==> src/rtl/lbm_pkg.sv <==
// Shared types and default lattice dimensions for the lattice-Boltzmann sweep control path.
package lbm_pkg;

  typedef enum logic [2:0] {
    IDLE  = 3'd0,
    ISSUE = 3'd1,
    WAIT  = 3'd2,
    SWAP  = 3'd3,
    DONE  = 3'd4
  } sched_state_t;

  typedef enum logic {
    PHASE_COLLIDE = 1'b0,
    PHASE_STREAM  = 1'b1
  } phase_t;

  localparam int DEFAULT_GRID_X = 16;
  localparam int DEFAULT_GRID_Y = 16;

endpackage

==> src/rtl/lbm_grid_counter.sv <==
// Row-major x/y/address walker over the lattice; clear has priority over advance.
module lbm_grid_counter
  import lbm_pkg::*;
#(
  parameter int GRID_X        = DEFAULT_GRID_X,
  parameter int GRID_Y        = DEFAULT_GRID_Y,
  parameter int GRID_DIM      = GRID_X * GRID_Y,
  parameter int ADDRESS_WIDTH = $clog2(GRID_DIM),
  parameter int XW            = $clog2(GRID_X),
  parameter int YW            = $clog2(GRID_Y)
) (
  input  logic                     clk_i,
  input  logic                     rst_ni,
  input  logic                     clr_i,
  input  logic                     adv_i,
  output logic [XW-1:0]            x_o,
  output logic [YW-1:0]            y_o,
  output logic [ADDRESS_WIDTH-1:0] addr_o,
  output logic                     last_o
);

  logic [XW-1:0]            x_q, x_d;
  logic [YW-1:0]            y_q, y_d;
  logic [ADDRESS_WIDTH-1:0] addr_q, addr_d;

  always_comb begin
    x_d    = x_q;
    y_d    = y_q;
    addr_d = addr_q;
    if (clr_i) begin
      x_d    = '0;
      y_d    = '0;
      addr_d = '0;
    end else if (adv_i) begin
      addr_d = addr_q + 1'b1;
      if (x_q == XW'(GRID_X - 1)) begin
        x_d = '0;
        y_d = y_q + 1'b1;
      end else begin
        x_d = x_q + 1'b1;
      end
    end
  end

  always_ff @(posedge clk_i or negedge rst_ni) begin
    if (!rst_ni) begin
      x_q    <= '0;
      y_q    <= '0;
      addr_q <= '0;
    end else begin
      x_q    <= x_d;
      y_q    <= y_d;
      addr_q <= addr_d;
    end
  end

  assign x_o    = x_q;
  assign y_o    = y_q;
  assign addr_o = addr_q;
  assign last_o = (addr_q == ADDRESS_WIDTH'(GRID_DIM - 1));

endmodule

==> src/rtl/lbm_sweep_scheduler.sv <==
// Timestep sequencer: COLLIDE sweep, STREAM sweep, buffer swap, repeated num_iters times,
// with a start/done handshake to the per-node controller for every lattice node.
module lbm_sweep_scheduler
  import lbm_pkg::*;
#(
  parameter int GRID_X        = DEFAULT_GRID_X,
  parameter int GRID_Y        = DEFAULT_GRID_Y,
  parameter int GRID_DIM      = GRID_X * GRID_Y,
  parameter int ADDRESS_WIDTH = $clog2(GRID_DIM),
  parameter int ITER_WIDTH    = 16
) (
  input  logic                       Clk,
  input  logic                       Reset,
  input  logic                       run,
  input  logic                       abort,
  input  logic [ITER_WIDTH-1:0]      num_iters,
  input  logic                       node_done,
  output logic                       node_start,
  output logic [ADDRESS_WIDTH-1:0]   node_addr,
  output logic [$clog2(GRID_X)-1:0]  node_x,
  output logic [$clog2(GRID_Y)-1:0]  node_y,
  output logic                       LID,
  output logic                       BOTTOM_WALL,
  output logic                       LEFT_WALL,
  output logic                       RIGHT_WALL,
  output logic                       phase,
  output logic                       swap_buffers,
  output logic                       busy,
  output logic                       done,
  output logic [ITER_WIDTH-1:0]      iter_count
);

  localparam int XW = $clog2(GRID_X);
  localparam int YW = $clog2(GRID_Y);

  sched_state_t          state_q;
  phase_t                phase_q;
  logic [ITER_WIDTH-1:0] iter_q;
  logic [ITER_WIDTH-1:0] niters_q;
  logic [ITER_WIDTH-1:0] iter_next;

  logic last_node;
  logic abort_go;
  logic accept;
  logic node_ack;
  logic cnt_clr;
  logic cnt_adv;

  assign abort_go  = abort && (state_q != IDLE);
  assign accept    = (state_q == IDLE) && run;
  assign node_ack  = (state_q == WAIT) && node_done;
  assign iter_next = iter_q + 1'b1;

  // Counters restart at every sweep boundary and whenever a run begins or is abandoned.
  assign cnt_adv = !abort_go && node_ack && !last_node;
  assign cnt_clr = abort_go || accept || (state_q == SWAP) ||
                   (node_ack && last_node && (phase_q == PHASE_COLLIDE));

  lbm_grid_counter #(
    .GRID_X        (GRID_X),
    .GRID_Y        (GRID_Y),
    .GRID_DIM      (GRID_DIM),
    .ADDRESS_WIDTH (ADDRESS_WIDTH),
    .XW            (XW),
    .YW            (YW)
  ) u_grid_counter (
    .clk_i  (Clk),
    .rst_ni (Reset),
    .clr_i  (cnt_clr),
    .adv_i  (cnt_adv),
    .x_o    (node_x),
    .y_o    (node_y),
    .addr_o (node_addr),
    .last_o (last_node)
  );

  always_ff @(posedge Clk or negedge Reset) begin
    if (!Reset) begin
      state_q  <= IDLE;
      phase_q  <= PHASE_COLLIDE;
      iter_q   <= '0;
      niters_q <= '0;
    end else if (abort_go) begin
      state_q <= IDLE;
      phase_q <= PHASE_COLLIDE;
      iter_q  <= '0;
    end else begin
      case (state_q)
        IDLE: begin
          if (run) begin
            niters_q <= num_iters;
            phase_q  <= PHASE_COLLIDE;
            iter_q   <= '0;
            state_q  <= (num_iters == '0) ? DONE : ISSUE;
          end
        end
        ISSUE: state_q <= WAIT;
        WAIT: begin
          if (node_done) begin
            if (!last_node) begin
              state_q <= ISSUE;
            end else if (phase_q == PHASE_COLLIDE) begin
              phase_q <= PHASE_STREAM;
              state_q <= ISSUE;
            end else begin
              state_q <= SWAP;
            end
          end
        end
        SWAP: begin
          iter_q  <= iter_next;
          phase_q <= PHASE_COLLIDE;
          state_q <= (iter_next == niters_q) ? DONE : ISSUE;
        end
        DONE:    state_q <= IDLE;
        default: state_q <= IDLE;
      endcase
    end
  end

  assign node_start   = (state_q == ISSUE);
  assign swap_buffers = (state_q == SWAP);
  assign done         = (state_q == DONE);
  assign busy         = (state_q != IDLE);
  assign phase        = phase_q;
  assign iter_count   = iter_q;

  // One-hot boundary class, LID > BOTTOM_WALL > LEFT_WALL > RIGHT_WALL.
  always_comb begin
    LID         = 1'b0;
    BOTTOM_WALL = 1'b0;
    LEFT_WALL   = 1'b0;
    RIGHT_WALL  = 1'b0;
    if (busy) begin
      if (node_y == YW'(GRID_Y - 1))      LID         = 1'b1;
      else if (node_y == '0)              BOTTOM_WALL = 1'b1;
      else if (node_x == '0)              LEFT_WALL   = 1'b1;
      else if (node_x == XW'(GRID_X - 1)) RIGHT_WALL  = 1'b1;
    end
  end

endmodule

==> config.mk <==
export PLATFORM = sky130hd
export DESIGN_NAME = lbm_sweep_scheduler
export DESIGN_NICKNAME = d
export VERILOG_FILES = /design/src/rtl/lbm_pkg.sv /design/src/rtl/lbm_grid_counter.sv /design/src/rtl/lbm_sweep_scheduler.sv
export SDC_FILE = /design/constraint.sdc
export NUM_CORES = 1
export LEC_CHECK = 0
export BUFFER_PORTS_ARGS = -buffer_cell sky130_fd_sc_hd__buf_4
export CAP_MARGIN = 30
export CELL_PAD_IN_SITES_DETAIL_PLACEMENT = 0
export CELL_PAD_IN_SITES_GLOBAL_PLACEMENT = 1
export CORE_ASPECT_RATIO = 0.5
export CORE_UTILIZATION = 40
export DETAILED_ROUTE_END_ITERATION = 16
export PLACE_DENSITY = 0.77
export SYNTH_ARGS = -nofsm -noshare
export SYNTH_HDL_FRONTEND = slang
export SYNTH_SLANG_ARGS = --single-unit
==> constraint.sdc <==
create_clock -name Clk -period 3.8 [get_ports Clk]
set_input_delay 0.38 -clock Clk [delete_from_list [all_inputs] [get_ports Clk]]
set_output_delay 0.38 -clock Clk [all_outputs]
set_load 0.005 [all_outputs]
* Word level (Yosys, flattened, before mapping) *
Index checks and enable logic that the tools add are counted.

storage, ports and cells
  flip-flop bits (word level) = 52
  word-level logic and storage cells = 88
  output and inout bits = 41
  input bits = 21

operators by class
  bitwise logic cells = 2
  equality and inequality tests = 11
  add/sub/neg operators = 4
  mux-type cells = 38
  reduce and logical (&&, ||, !) cells = 26

operator list
  operator               number
  $mux 16                2
  $pmux 16 s2            1
  $mux 4                 6
  $mux 1                 18
  $add 16x1->16 const B  1
  $eq 16x16->1           1
  $logic_not 16->1       1
  $mux 8                 2
  $mux 3                 5
  $pmux 3 s4             1
  $ne 3x3->1 const B     3
  $add 4x1->4 const B    2
  $add 8x1->8 const B    1
  $eq 4x4->1 const B     2
  $eq 8x8->1 const B     1
  $logic_not 4->1        2
  $logic_and 1x1->1      7
  $eq 3x2->1 const B     2
  $reduce_and 2->1       3
  $reduce_bool 3->1      2
  $mux 2                 2
  $reduce_and 4->1       1
  $reduce_bool 2->1      2
  $reduce_bool 4->1      1
  other kinds (8)        12

* Depth between registers and ports, before layout *
Gate-level depths: netlist of the first run.

  depth after elaboration = 7
  depth in mapped cells = 9
  depth with buffers taken out = 7

* By module *
From an unflattened synthesis of the first run, not the netlist that was laid out.

unflattened totals
  cell total of the unflattened synthesis = 315
  area total of the unflattened synthesis = 3047.9 um^2

by module, submodules not included
  module               sequential area each (um^2)  cells an instance  area each (um^2)  instances
  lbm_sweep_scheduler  900.9                        238                2278.4            1
  lbm_grid_counter     400.4                        77                 769.5             1

* Worst setup path before layout of the first run *
Ideal clock, no wire load.

  path type = reg2reg
  start point = register iter_q[0] (netlist: iter_count[0])
  end point = register state_q[0]
  slack = 1501 ps
  buffers on the path = 0
  cell stages (with the launch flop) = 7
  required time = 3676 ps
  period minus slack after synthesis = 2299 ps
  setup time = 124 ps
  arrival = 2175 ps
  cells stage by stage = dfrtp_1 ha_1 nand3_1 or4_1 a221o_1 nand3b_1 a211o_1

on the way
  word-level cells in the longest chain between the ends = 5

ends and longest elaborated chain
  element                 line                        RTL
  from (decl)             lbm_sweep_scheduler.sv:38   logic [ITER_WIDTH-1:0] iter_q;
  from (signal assigned)  lbm_sweep_scheduler.sv:111  iter_q <= iter_next;
  $add 16x1->16           lbm_sweep_scheduler.sv:52   assign iter_next = iter_q + 1'b1;
  $eq 16x16->1            lbm_sweep_scheduler.sv:113  state_q <= (iter_next == niters_q) ? DONE : ISSUE;
  $mux 3                  lbm_sweep_scheduler.sv:113
  $pmux 3 s4              lbm_sweep_scheduler.sv:88   case (state_q)
  $mux 3                  lbm_sweep_scheduler.sv:83   end else if (abort_go) begin
  to (signal assigned)    lbm_sweep_scheduler.sv:94   state_q <= (num_iters == '0) ? DONE : ISSUE;
  to (signal assigned)    lbm_sweep_scheduler.sv:113
  to (decl)               lbm_sweep_scheduler.sv:36   sched_state_t state_q;

Every way passes these cells.
A chain may end at the register's enable or synchronous reset.

* Final worst setup path of the first run *
  start point = register state_q[0]
  end point = register u_grid_counter.y_q[0] (netlist: u_grid_counter.y_o[0])

on the way
  word-level cells in the longest chain between the ends = 7
  elaborated cells between the ends (all ways) = 19
  those cells by class = eq/ne: 2; mux: 1; reduce/logical: 16

ends and longest elaborated chain
  element                                                        line                                                                             RTL
  $eq 3x2->1, or another cell as far along                       lbm_sweep_scheduler.sv:51                                                        assign node_ack = (state_q == WAIT) && node_done;
  $logic_and 1x1->1 (on tied branches)                           lbm_sweep_scheduler.sv:51, lbm_sweep_scheduler.sv:49, lbm_sweep_scheduler.sv:50
  $logic_and 1x1->1, or another cell as far along (2 in series)  lbm_sweep_scheduler.sv:57                                                        (node_ack && last_node && (phase_q == PHASE_COLLIDE));
  $logic_or 1x1->1 or $logic_and 1x1->1 (tied branches)          lbm_sweep_scheduler.sv:56, lbm_sweep_scheduler.sv:55
  $reduce_bool 2->1 (no line)                                    -
  $reduce_and 2->1 (no line)                                     -
  to (signal assigned)                                           lbm_grid_counter.sv:52                                                           y_q <= y_d;
  to (decl)                                                      lbm_grid_counter.sv:23                                                           logic [YW-1:0] y_q, y_d;

Parallel ways exist; a longest one is shown, timed or not.

==> impl_results.md, run 1 <==
- IO Pins: 62
- RSZ-0062 raised after global routing: no
- Design Power: 2039 uW
- # clock sinks: 52
- Critical Path Start: state_q[0]
- Pwr/cell area: 525.3 nW/um2
- Cell taking the most area after synthesis: dfrtp_1
- RR Endpoint: u_grid_counter.y_o[0]
- Root buffer cell: clkbuf_16
- Max-cap violation count: 0
- Slew HR: 44.58%
- Share of layout cells above drive strength 1: 19.81%
- Worst setup path end: u_grid_counter.y_o[0]
- WS Path Type: flop to flop
- Crit path max-delay family: simple AND/OR/NAND/NOR gates
- Required @ worst endpoint: 3980 ps
- Critical Path AT: approximately 2900 ps
- Commonest non-fill, non-tap cell in the layout: nand2_1
- First-pass GRT wire length: 13.79 mm
- Via count: 2895
- Cell leakage power: 0.001772 uW
- Worst Skew: between 6 and 7 ps
- Fraction of registers with async set/reset: 100.0%
- Endpoint type of the worst setup path: flop
- CTS tree: done
- ANT cells: 0
- Final min period: 2688 ps
- Buffers plus inverters on the worst setup path: 1
- Site Rows: 22
- Crit path depth: 7
- Slew @ Worst Pin: 831.4 ps
- Area growth syn-to-layout: 22.03%
- Hold_buf cts: 0
- Largest net degree at the start of global routing: between 50 and 60
- DR iter-0 viols: between 100 and 150
- Die footprint: 8334 um2
- Slowest cell on crit path: and2_1
- HPWL Detailed: approximately 6.1 mm
- Initial core utilization: 42.32%
- Syn_nets: around 400
- Max Transition Viols Final: 0
- Register area share after synthesis: around 41%
- Endpoints failing hold: 0
- CP Max Fanout: 17
- Period Utilization, post-route: 70.73%
- Post-CTS sizing: 0
- Largest stage delay, worst path: ~550 ps
- CP Cell Sequence: nor3_2 > and2_1 > a211oi_2 > clkbuf_8 > nand2_1 > nor2_1 > mux2_2
- Post-Syn Area per Cell: 8.504 um2
- Die height: between 60 and 70 um
- Synthesized area: 3181 um2
- Cells after Synth: 374
- CTS H-Tree Depth: 2
- ANT nets after route: 0
- Most used DFF post-synth: dfrtp_1
- DRC Markers: 0
- Clock input transition at the sequential cells of the worst setup and hold paths: around 70 ps
- Synth Register Bits: 52
- Post-CTS setup buffer count: 0
- Vias in the first global route: 2716
- Initial antenna violation count: 0
- Maximum root-to-sink buffer count: 2
- YS warnings: 0
- Worst-case reg-to-reg path depth: 7
- Number of enable flip-flop cells after synthesis: 0
- Setup crit start kind: flop
- Routability cong.: 0.8257
- Status: finished, final reports clean
- Core area: 7515 um2
- Drt pass-1 iters: 5
- Setup TNS: 0 ps
- Vias/cell: between 5 and 6
- Fin nets: 450
- Synth cell types: 55
- Die X-Extent: 128.1 um
- Peak supply drop: ~210 uV
- Setup violations, final: 0
- GR Util All Layers: 21.76%
- GRT overflow: 0
- Yosys top cell area share: around two fifths
- R2R Path Start: state_q[0]
- DRT Wirelength: 8.335 mm
- CTS Buf Count: 5
- Path type of the worst min-delay path: input port to asynchronous set/reset pin
- Max Clock Freq: 0.3721 GHz
- DR WL/cell: 15.67 um
- Flop-to-flop setup slack: 1110 ps
- Top post-synthesis cells by area: dfrtp_1, nand2_1, nor2_1
- Commonest non-fill, non-tap cells in the layout: nand2_1, buf_4, dfrtp_1
- Port Buffers: 61
- Clock latency on the worst-skew pair: 300 ps
-- synth_stat cells, drive strengths merged, types with 3 or more instances --
master and instances:
nor4 9, o21ai 27, nor2b 6, xor2 14, nand4 13, o31ai 5, buf 11, ha 6
or3 4, or4 3, xnor2 13, nor2 40, and3 4, and2 3, nand2 72, clkbuf 10
inv 8, nor3b 3, nand3 11, a31oi 4, nand3b 3, a21oi 14, nor3 8, dfrtp 52
mux2i 3
-- how the worst min path moves through the flow --
stage / start / to / slack, ps / depth (start not counted)
4_1_cts: Reset / u_grid_counter.addr_o[0] / 150 / 1
6_report: Reset / u_grid_counter.addr_o[0] / 120 / 1
3_3_place_gp: Reset / u_grid_counter.addr_o[1] / 460 / 1
3_5_place_dp: Reset / u_grid_counter.addr_o[0] / 460 / 1
2_1_floorplan: Reset / iter_count[0] / 80 / 0
5_1_grt: Reset / u_grid_counter.addr_o[0] / 180 / 1
-- routing by layer --
metal	vias up	GRT usage [%]	part of all wire, %
met1	1390	29.56	48
li1	1406	-	-
met3	7	5.780	6.9
met4	0	6.029	0.86
met5	-	0	0
met2	92	34.17	45
-- layout make-up --
class,count,area (um2)
Clock buffer,7,152.6
Clock inverter,1,30.03
Fill cell,723,3633
Inverter,8,30.03
Multi-Input combinational cell,293,1753
Sequential cell,52,1301
Tap cell,108,135.1
Timing Repair Buffer,63,479.2
-- where the power goes --
group          total, uW  switching (uW)  internal [uW]
Clock                557             210            347
Combinational        693             390            303
Sequential           788             132            656
Total               2040             732           1310
-- sequential cells by signal (all words and copies together) (netlist names) --
register and cells:
iter_count 16, niters_q 16, u_grid_counter.x_o 4, u_grid_counter.addr_o 8
u_grid_counter.y_o 4, state_q 3, phase 1
-- stage by stage --
| stage | cell area, um2 | cells | utilization, % | hold slack (ps) | setup WS, ps |
|---|---|---|---|---|---|
| global placement | 3677 | 522 | 48.93 | 455.4 | 829.2 |
| finish | 3881 | 532 | 51.65 | 123.5 | 1112 |
| CTS | 3867 | 531 | 51.47 | 151.8 | 635.3 |
| global route | 3881 | 532 | 51.65 | 178.7 | 845.5 |
| floorplan | 3181 | 374 | - | 84.41 | 1501 |
| detailed placement | 3685 | 523 | 49.03 | 464.3 | 657.6 |
-- logic make-up (layout without fill, tap and decap cells) --
logic type	Yosys count	count (layout)	share of synthesized area, %
xor+xnor	27	27	7.435
mux	4	4	1.298
simple gates	187	187	30.29
buf+inv	29	79	3.973
flops	52	52	40.91
fa+ha+maj	6	6	2.360
compound gates	69	69	13.73
Power figures use the tool's default switching activity.
==> run 2: changes to the inputs <==
--- a/config.mk
+++ b/config.mk
@@ -10,9 +10,9 @@
 export CELL_PAD_IN_SITES_DETAIL_PLACEMENT = 0
 export CELL_PAD_IN_SITES_GLOBAL_PLACEMENT = 1
 export CORE_ASPECT_RATIO = 0.5
-export CORE_UTILIZATION = 40
+export CORE_UTILIZATION = 37
 export DETAILED_ROUTE_END_ITERATION = 16
-export PLACE_DENSITY = 0.77
+export PLACE_DENSITY = 0.75
 export SYNTH_ARGS = -nofsm -noshare
 export SYNTH_HDL_FRONTEND = slang
 export SYNTH_SLANG_ARGS = --single-unit
==> constraint.sdc (replaced) <==
create_clock -name Clk -period 2.3 [get_ports Clk]
set_input_delay 0.23 -clock Clk [delete_from_list [all_inputs] [get_ports Clk]]
set_output_delay 0.23 -clock Clk [all_outputs]
set_load 0.005 [all_outputs]
==> run 2 against run 1 <==
The flow now finishes with violations (hold timing). Via count is 2.1% higher. Clock-buffer cell count is 1 lower. Critical path depth is 1 lower. Clock skew is 1.3 ps lower. Maximum frequency is 25% higher. Global-route usage is 1.1 points lower. Power is 64% higher. Largest cell class unchanged. Sequential cell count stayed put. First-iteration DRC count is 35% higher. Design area is 4.1% higher. Routed wire length is 5.0% higher. Worst setup slack worse by 960 ps.
==> impl_results.md, run 2 (synthesis results as in run 1) <==
- Die height: 67.56 um (was 65.06 um)
- Initial antenna violation count: 0 (unchanged)
- ANT nets after route: 0 (unchanged)
- Final min period: 2143 ps (was 2688 ps)
- Worst Skew: 5.559 ps (was 6.855 ps)
- Failing checks: hold timing
- Max Clock Freq: 0.4665 GHz (was 0.3721 GHz)
- Util after Layout: 49.43% (was 51.65%)
- Register Area: 1306 um2 (was 1301 um2)
- GR Util All Layers: 20.62% (was 21.76%)
- Max-cap violation count: 0 (unchanged)
- Commonest non-fill, non-tap cell in the layout: buf_4 (was nand2_1)
- Period Utilization, post-route: 93.19% (was 70.73%)
- Site Rows: 23 (was 22)
- Setup crit start kind: flop (unchanged)
- Multi-input logic area: 1782 um2 (was 1753 um2)
- Hold slack: -34.58 ps (was 123.5 ps)
- CTS H-Tree Depth: 2 (unchanged)
- IO Pins: 62 (unchanged)
- Net switching power: 1264 uW (was 732.2 uW)
- Maximum root-to-sink buffer count: 2 (unchanged)
- Fin nets: 469 (was 450)
- Share of layout cells above drive strength 1: 25.06% (was 19.81%)
- Commonest non-fill, non-tap cells in the layout: buf_4, nand2_1, dfrtp_1 (was nand2_1, buf_4, dfrtp_1)
- Status: finished, violations left (was finished, final reports clean)
- GRT overflow: 0 (unchanged)
- Largest net degree at the start of global routing: 53 (unchanged)
- Slew HR: 54.61% (was 44.58%)
- HPWL Detailed: 6.440 mm (was 6.128 mm)
- WS Path Type: flop to flop (unchanged)
- Path type of the worst min-delay path: input port to asynchronous set/reset pin (unchanged)
- Die footprint: 8994 um2 (was 8334 um2)
- Via count: 2956 (was 2895)
- CP Cell Sequence: ha_2 > nand3_1 > or4_1 > a221o_1 > nand3b_1 > a211o_1 (was nor3_2 > and2_1 > a211oi_2 > clkbuf_8 > nand2_1 > nor2_1 > mux2_2)
- First-pass GRT wire length: 14.41 mm (was 13.79 mm)
- Area growth syn-to-layout: 27.03% (was 22.03%)
- DR WL/cell: 15.77 um (was 15.67 um)
- Clock network power share: 23.7% (was 27.3%)
- Crit path max-delay family: simple AND/OR/NAND/NOR gates (unchanged)
- Initial core utilization: 38.92% (was 42.32%)
- DR iter-0 viols: 186 (was 138)
- Required @ worst endpoint: 2480 ps (was 3980 ps)
- DRC Markers: 0 (unchanged)
- Drt pass-1 iters: 4 (was 5)
- Peak supply drop: 366.2 uV (was 209.2 uV)
- Slowest cell on crit path: or4_1 (was and2_1)
- Internal Power: 2075 uW (was 1306 uW)
- Fillers: 785 (was 723)
- Cell leakage power: 0.001864 uW (was 0.001772 uW)
- CP Max Fanout: 6 (was 17)
- CTS tree: done (unchanged)
- Sequential power share: 39.0% (was 38.7%)
- Slew @ Worst Pin: 680.8 ps (was 831.4 ps)
- Core area: 8173 um2 (was 7515 um2)
- Port Buffers: 61 (unchanged)
- # clock sinks: 52 (unchanged)
- Largest stage delay, worst path: 480 ps (was 550 ps)
- Endpoint type of the worst setup path: flop (unchanged)
- Sw Ratio: 37.85% (was 35.92%)
- Buffers plus inverters on the worst setup path: 0 (was 1)
- Vias/cell: 5.326 (was 5.442)
- Logic pwr share: 37.3% (was 34.0%)
- Design Power: 3339 uW (was 2039 uW)
- Clock input transition at the sequential cells of the worst setup and hold paths: 70 ps (about the same)
- Routability cong.: 0.9260 (was 0.8257)
- Critical Path AT: 2330 ps (was 2870 ps)
- Vias in the first global route: 2714 (was 2716)
- Max Transition Viols Final: 0 (unchanged)
- DRT Wirelength: 8.755 mm (was 8.335 mm)
- Die X-Extent: 133.1 um (was 128.1 um)
- CTS Buf Count: 5 (unchanged)
- ANT cells: 0 (unchanged)
- Setup violations, final: 0 (unchanged)
- Hold_buf cts: 0 (unchanged)
- Root buffer cell: clkbuf_16 (unchanged)
- Endpoints failing hold: 52 (was 0)
- Clock latency on the worst-skew pair: 290 ps (was 300 ps)
- Pwr/cell area: 826.3 nW/um2 (was 525.3 nW/um2)
[run 2: per-stage QoR]
stage               instance area [um2]  setup TNS, ps  instances  hold WS (ps)  setup WS (ps)
floorplan                          3181              0        374        -65.59         0.8868
global placement                   3845              0        546         311.0          64.32
detailed placement                 3845              0        546         321.3          69.09
CTS                                3999              0        554         3.758          50.66
global route                       4040        -0.5560        555         29.25        -0.5560
finish                             4040              0        555        -34.58          156.5
[run 2: worst register-to-register path, cell delays in order, from the launching register on]
cell,delay (ps)
dfrtp_1,410
ha_2,260
nand3_1,100
or4_1,480
a221o_1,330
nand3b_1,170
a211o_1,300
[run 2: power groups by stage]
| stage | combinational (uW) | clock, uW | sequential (uW) |
|---|---|---|---|
| 2_1_floorplan | 839 | 0 | 1230 |
| 3_3_place_gp | 1210 | 0 | 1320 |
| 3_5_place_dp | 1230 | 0 | 1320 |
| 4_1_cts | 1240 | 811 | 1300 |
| 5_1_grt | 1400 | 849 | 1330 |
| 6_report | 1250 | 791 | 1300 |
[run 2: layout make-up]
class,count,share of cell area (%)
multi-input cells,293,44.10
repair buffers,82,15.55
inverters,8,0.7433
well taps,112,3.469
clock inverters,2,0.3716
flip-flops and latches,52,32.33
clock buffers,6,3.438
[run 2: timing repair]
action | in CTS | in global routing
resized for setup | 0 | 10
setup buffers | 0 | 1
setup endpoints to repair | 0 | 2
hold endpoints to repair | 0 | 0
[run 2: final timing paths]
kind	start	endpoint	slack [ps]	cells after the start
worst max-delay path	iter_count[0]	state_q[0]	160	6
worst min-delay path	Reset	u_grid_counter.addr_o[0]	-30	1
worst max register to register	iter_count[0]	state_q[0]	160	6
worst min register to register	niters_q[9]	niters_q[9]	510	2
max in group asynchronous	Reset	iter_count[5]	1840	1
min in group Clk	num_iters[12]	niters_q[12]	130	3
[run 2: routing by layer]
| metal | GRT usage, % | vias up | part of all wire, % |
|---|---|---|---|
| met3 | 4.505 | 6 | 6.8 |
| li1 | - | 1448 | - |
| met2 | 32.72 | 84 | 44 |
| met4 | 3.835 | 0 | 0.61 |
| met1 | 29.21 | 1418 | 48 |
| met5 | 0 | - | 0 |
==> run 3: changes to the inputs <==
--- a/config.mk
+++ b/config.mk
@@ -6,13 +6,13 @@
 export NUM_CORES = 1
 export LEC_CHECK = 0
 export BUFFER_PORTS_ARGS = -buffer_cell sky130_fd_sc_hd__buf_4
-export CAP_MARGIN = 30
 export CELL_PAD_IN_SITES_DETAIL_PLACEMENT = 0
 export CELL_PAD_IN_SITES_GLOBAL_PLACEMENT = 1
 export CORE_ASPECT_RATIO = 0.5
-export CORE_UTILIZATION = 37
+export CORE_UTILIZATION = 38
 export DETAILED_ROUTE_END_ITERATION = 16
 export PLACE_DENSITY = 0.75
 export SYNTH_ARGS = -nofsm -noshare
 export SYNTH_HDL_FRONTEND = slang
+export SYNTH_HIERARCHICAL = 1
 export SYNTH_SLANG_ARGS = --single-unit
==> run 3 against run 2 <==
The run still ends with hold timing left. Die area down 6.5%. Sequential power fell by 5%. Synthesized area fell by 4.2%. Design area shrank 5.2%. Register-to-register slack worse by 30 ps. Worst hold slack gained 10 ps. Worst setup slack got worse by 28 ps. Via count fell by 12%. Critical path depth unchanged. Core utilization increased by 1.4 points. Sequential share of layout area rose by 1.7 points. Power decreased by 4.7%.
==> impl_results.md, run 3 <==
- Die height: 65.33 um (was 67.56 um)
- Site Rows: 22 (was 23)
- CTS H-Tree Depth: 2 (unchanged)
- Top post-synthesis cells by area: dfrtp_1, mux2_2, xnor2_1 (was dfrtp_1, nand2_1, nor2_1)
- CTS Buf Count: 5 (unchanged)
- YS warnings: 6 (was 0)
- IO Pins: 62 (unchanged)
- Peak supply drop: 347.8 uV (was 366.2 uV)
- Syn_nets: 340 (was 401)
- Clock input transition at the sequential cells of the worst setup and hold paths: 70 ps (about the same)
- DRC Markers: 0 (unchanged)
- CP dominant cell by count: and3_4
- DR iter-0 viols: 132 (was 186)
- Slew HR: 55.19% (was 54.61%)
- Clock latency on the worst-skew pair: 290 ps (about the same)
- Cell taking the most area after synthesis: dfrtp_1 (unchanged)
- Share of layout cells above drive strength 1: 30.53% (was 25.06%)
- Critical Path AT: 2390 ps (was 2330 ps)
- Largest stage delay, worst path: 450 ps (was 480 ps)
- Fin nets: 405 (was 469)
- Pwr/cell area: 830.1 nW/um2 (was 826.3 nW/um2)
- Routability cong.: 0.8322 (was 0.9260)
- Cells after Synth: 315 (was 374)
- Fraction of registers with async set/reset: 100.0% (unchanged)
- Drt pass-1 iters: 4 (unchanged)
- Max-cap violation count: 0 (unchanged)
- ANT cells: 0 (unchanged)
- Slowest cell on crit path: dfrtp_1 (was or4_1)
- Synth cell types: 53 (was 55)
- Most used DFF post-synth: dfrtp_1 (unchanged)
- Max Transition Viols Final: 0 (unchanged)
- Required @ worst endpoint: 2520 ps (was 2480 ps)
- Buffers plus inverters on the worst setup path: 0 (unchanged)
- Maximum root-to-sink buffer count: 2 (unchanged)
- Largest net degree at the start of global routing: 53 (unchanged)
- CP Max Fanout: 7 (was 6)
- DRT Wirelength: 7.726 mm (was 8.755 mm)
- Post-CTS setup buffer count: 0 (unchanged)
- # clock sinks: 52 (unchanged)
- Number of enable flip-flop cells after synthesis: 0 (unchanged)
- ANT nets after route: 0 (unchanged)
- Failing checks: hold timing (unchanged)
- Vias in the first global route: 2570 (was 2714)
- DR WL/cell: 15.83 um (was 15.77 um)
- Period Utilization, post-route: 94.41% (was 93.19%)
- Max Clock Freq: 0.4605 GHz (was 0.4665 GHz)
- Endpoints failing hold: 52 (unchanged)
- Vias/cell: 5.328 (was 5.326)
- Post-CTS sizing: 0 (unchanged)
- Slew @ Worst Pin: 672.2 ps (was 680.8 ps)
- WS Path Type: flop to flop (unchanged)
- HPWL Detailed: 5.697 mm (was 6.440 mm)
- Final min period: 2172 ps (was 2143 ps)
- Fin cells: 488 (was 555)
- Core area: 7542 um2 (was 8173 um2)
- Crit path max-delay family: simple AND/OR/NAND/NOR gates (unchanged)
- Initial core utilization: 40.41% (was 38.92%)
- Setup TNS: 0 ps (unchanged)
- Setup crit start kind: flop (unchanged)
- Synth Register Bits: 52 (unchanged)
- Hold_buf cts: 0 (unchanged)
- Status: finished, violations left (unchanged)
- GRT overflow: 0 (unchanged)
- Hold slack: -24.40 ps (was -34.58 ps)
- Die footprint: 8405 um2 (was 8994 um2)
- Leading cell type by number of instances after synthesis: dfrtp_1 (was nand2_1)
- Endpoint type of the worst setup path: flop (unchanged)
- Yosys top cell area share: 42.69% (was 40.91%)
- Via count: 2600 (was 2956)
- Post-Syn Area per Cell: 9.676 um2 (was 8.504 um2)
- GR Util All Layers: 20.01% (was 20.62%)
- Port Buffers: 61 (unchanged)
- Placed Cells: 481 (was 546)
- Die X-Extent: 128.7 um (was 133.1 um)
- Commonest non-fill, non-tap cells in the layout: buf_4, dfrtp_1, nor2_1 (was buf_4, nand2_1, dfrtp_1)
- Path type of the worst min-delay path: input port to asynchronous set/reset pin (unchanged)
- Area growth syn-to-layout: 25.70% (was 27.03%)
- RSZ-0062 raised after global routing: no
- Worst Skew: 5.762 ps (was 5.559 ps)
- Post-synth top cells: dfrtp_1, nor2_1, nand2_1, o21ai_0, xnor2_1 (was nand2_1, dfrtp_1, nor2_1, o21ai_0)
- Cell leakage power: 0.001704 uW (was 0.001864 uW)
- Root buffer cell: clkbuf_16 (unchanged)
- Setup violations, final: 0 (unchanged)
- Initial antenna violation count: 0 (unchanged)
- Register area share after synthesis: 42.69% (was 40.91%)
- First-pass GRT wire length: 12.96 mm (was 14.41 mm)
- Design Power: 3180 uW (was 3339 uW)
- Commonest non-fill, non-tap cell in the layout: buf_4 (unchanged)
- Synthesized area: 3048 um2 (was 3181 um2)
- CP Cell Sequence: ha_1 > and3_4 > and3_4 > o311a_1 > nor4_4 > a41o_1 (was ha_2 > nand3_1 > or4_1 > a221o_1 > nand3b_1 > a211o_1)
- CTS tree: done (unchanged)
run 3: layout make-up:
class | instances | area, um2
clock buffer | 7 | 152.6
inverter | 2 | 7.507
fill | 731 | 3711
sequential | 52 | 1304
tap | 108 | 135.1
multi-input combinational | 245 | 1677
timing repair buffer | 74 | 555.5
run 3: worst paths after layout:
check | from | to | slack [ps] | depth (start not counted)
max | iter_count[1] | state_q[2] | 130 | 6
min | Reset | u_grid_counter/addr_o[3] | -20 | 1
max reg2reg | iter_count[1] | state_q[2] | 130 | 6
min reg2reg | niters_q[7] | niters_q[7] | 530 | 1
max in group asynchronous | Reset | iter_count[2] | 1840 | 1
min in group Clk | num_iters[4] | niters_q[4] | 180 | 2
run 3: per-stage QoR:
stage	setup WS, ps	util, %	cell area, um2
2_1_floorplan	280.9	-	3048
3_3_place_gp	160.9	48.39	3650
3_5_place_dp	82.04	48.39	3650
4_1_cts	70.86	50.41	3802
5_1_grt	4.801	50.80	3831
6_report	128.5	50.80	3831
run 3: power by group:
part,internal (uW),total (uW),switching [uW]
Sequential,1090,1240,152
Clock,458,788,331
Combinational,551,1150,601
Total,2100,3180,1080
run 3: logic make-up (layout without fill, tap and decap cells):
logic type / count (synthesis) / in the layout / share of synthesized area [%]
xor+xnor: 30 / 30 / 8.621
simple gates: 124 / 124 / 22.29
mux: 20 / 20 / 7.225
compound gates: 67 / 67 / 14.37
buf+inv: 18 / 83 / 3.161
flops: 52 / 52 / 42.69
fa+ha+maj: 4 / 4 / 1.642
run 3: metal layers:
| metal | GRT usage, % | share of wire, % | up-vias |
|---|---|---|---|
| li1 | - | - | 1273 |
| met1 | 27.01 | 48 | 1273 |
| met2 | 32.03 | 46 | 46 |
| met3 | 5.782 | 5.6 | 8 |
| met4 | 4.118 | 0.74 | 0 |
| met5 | 0 | 0 | - |
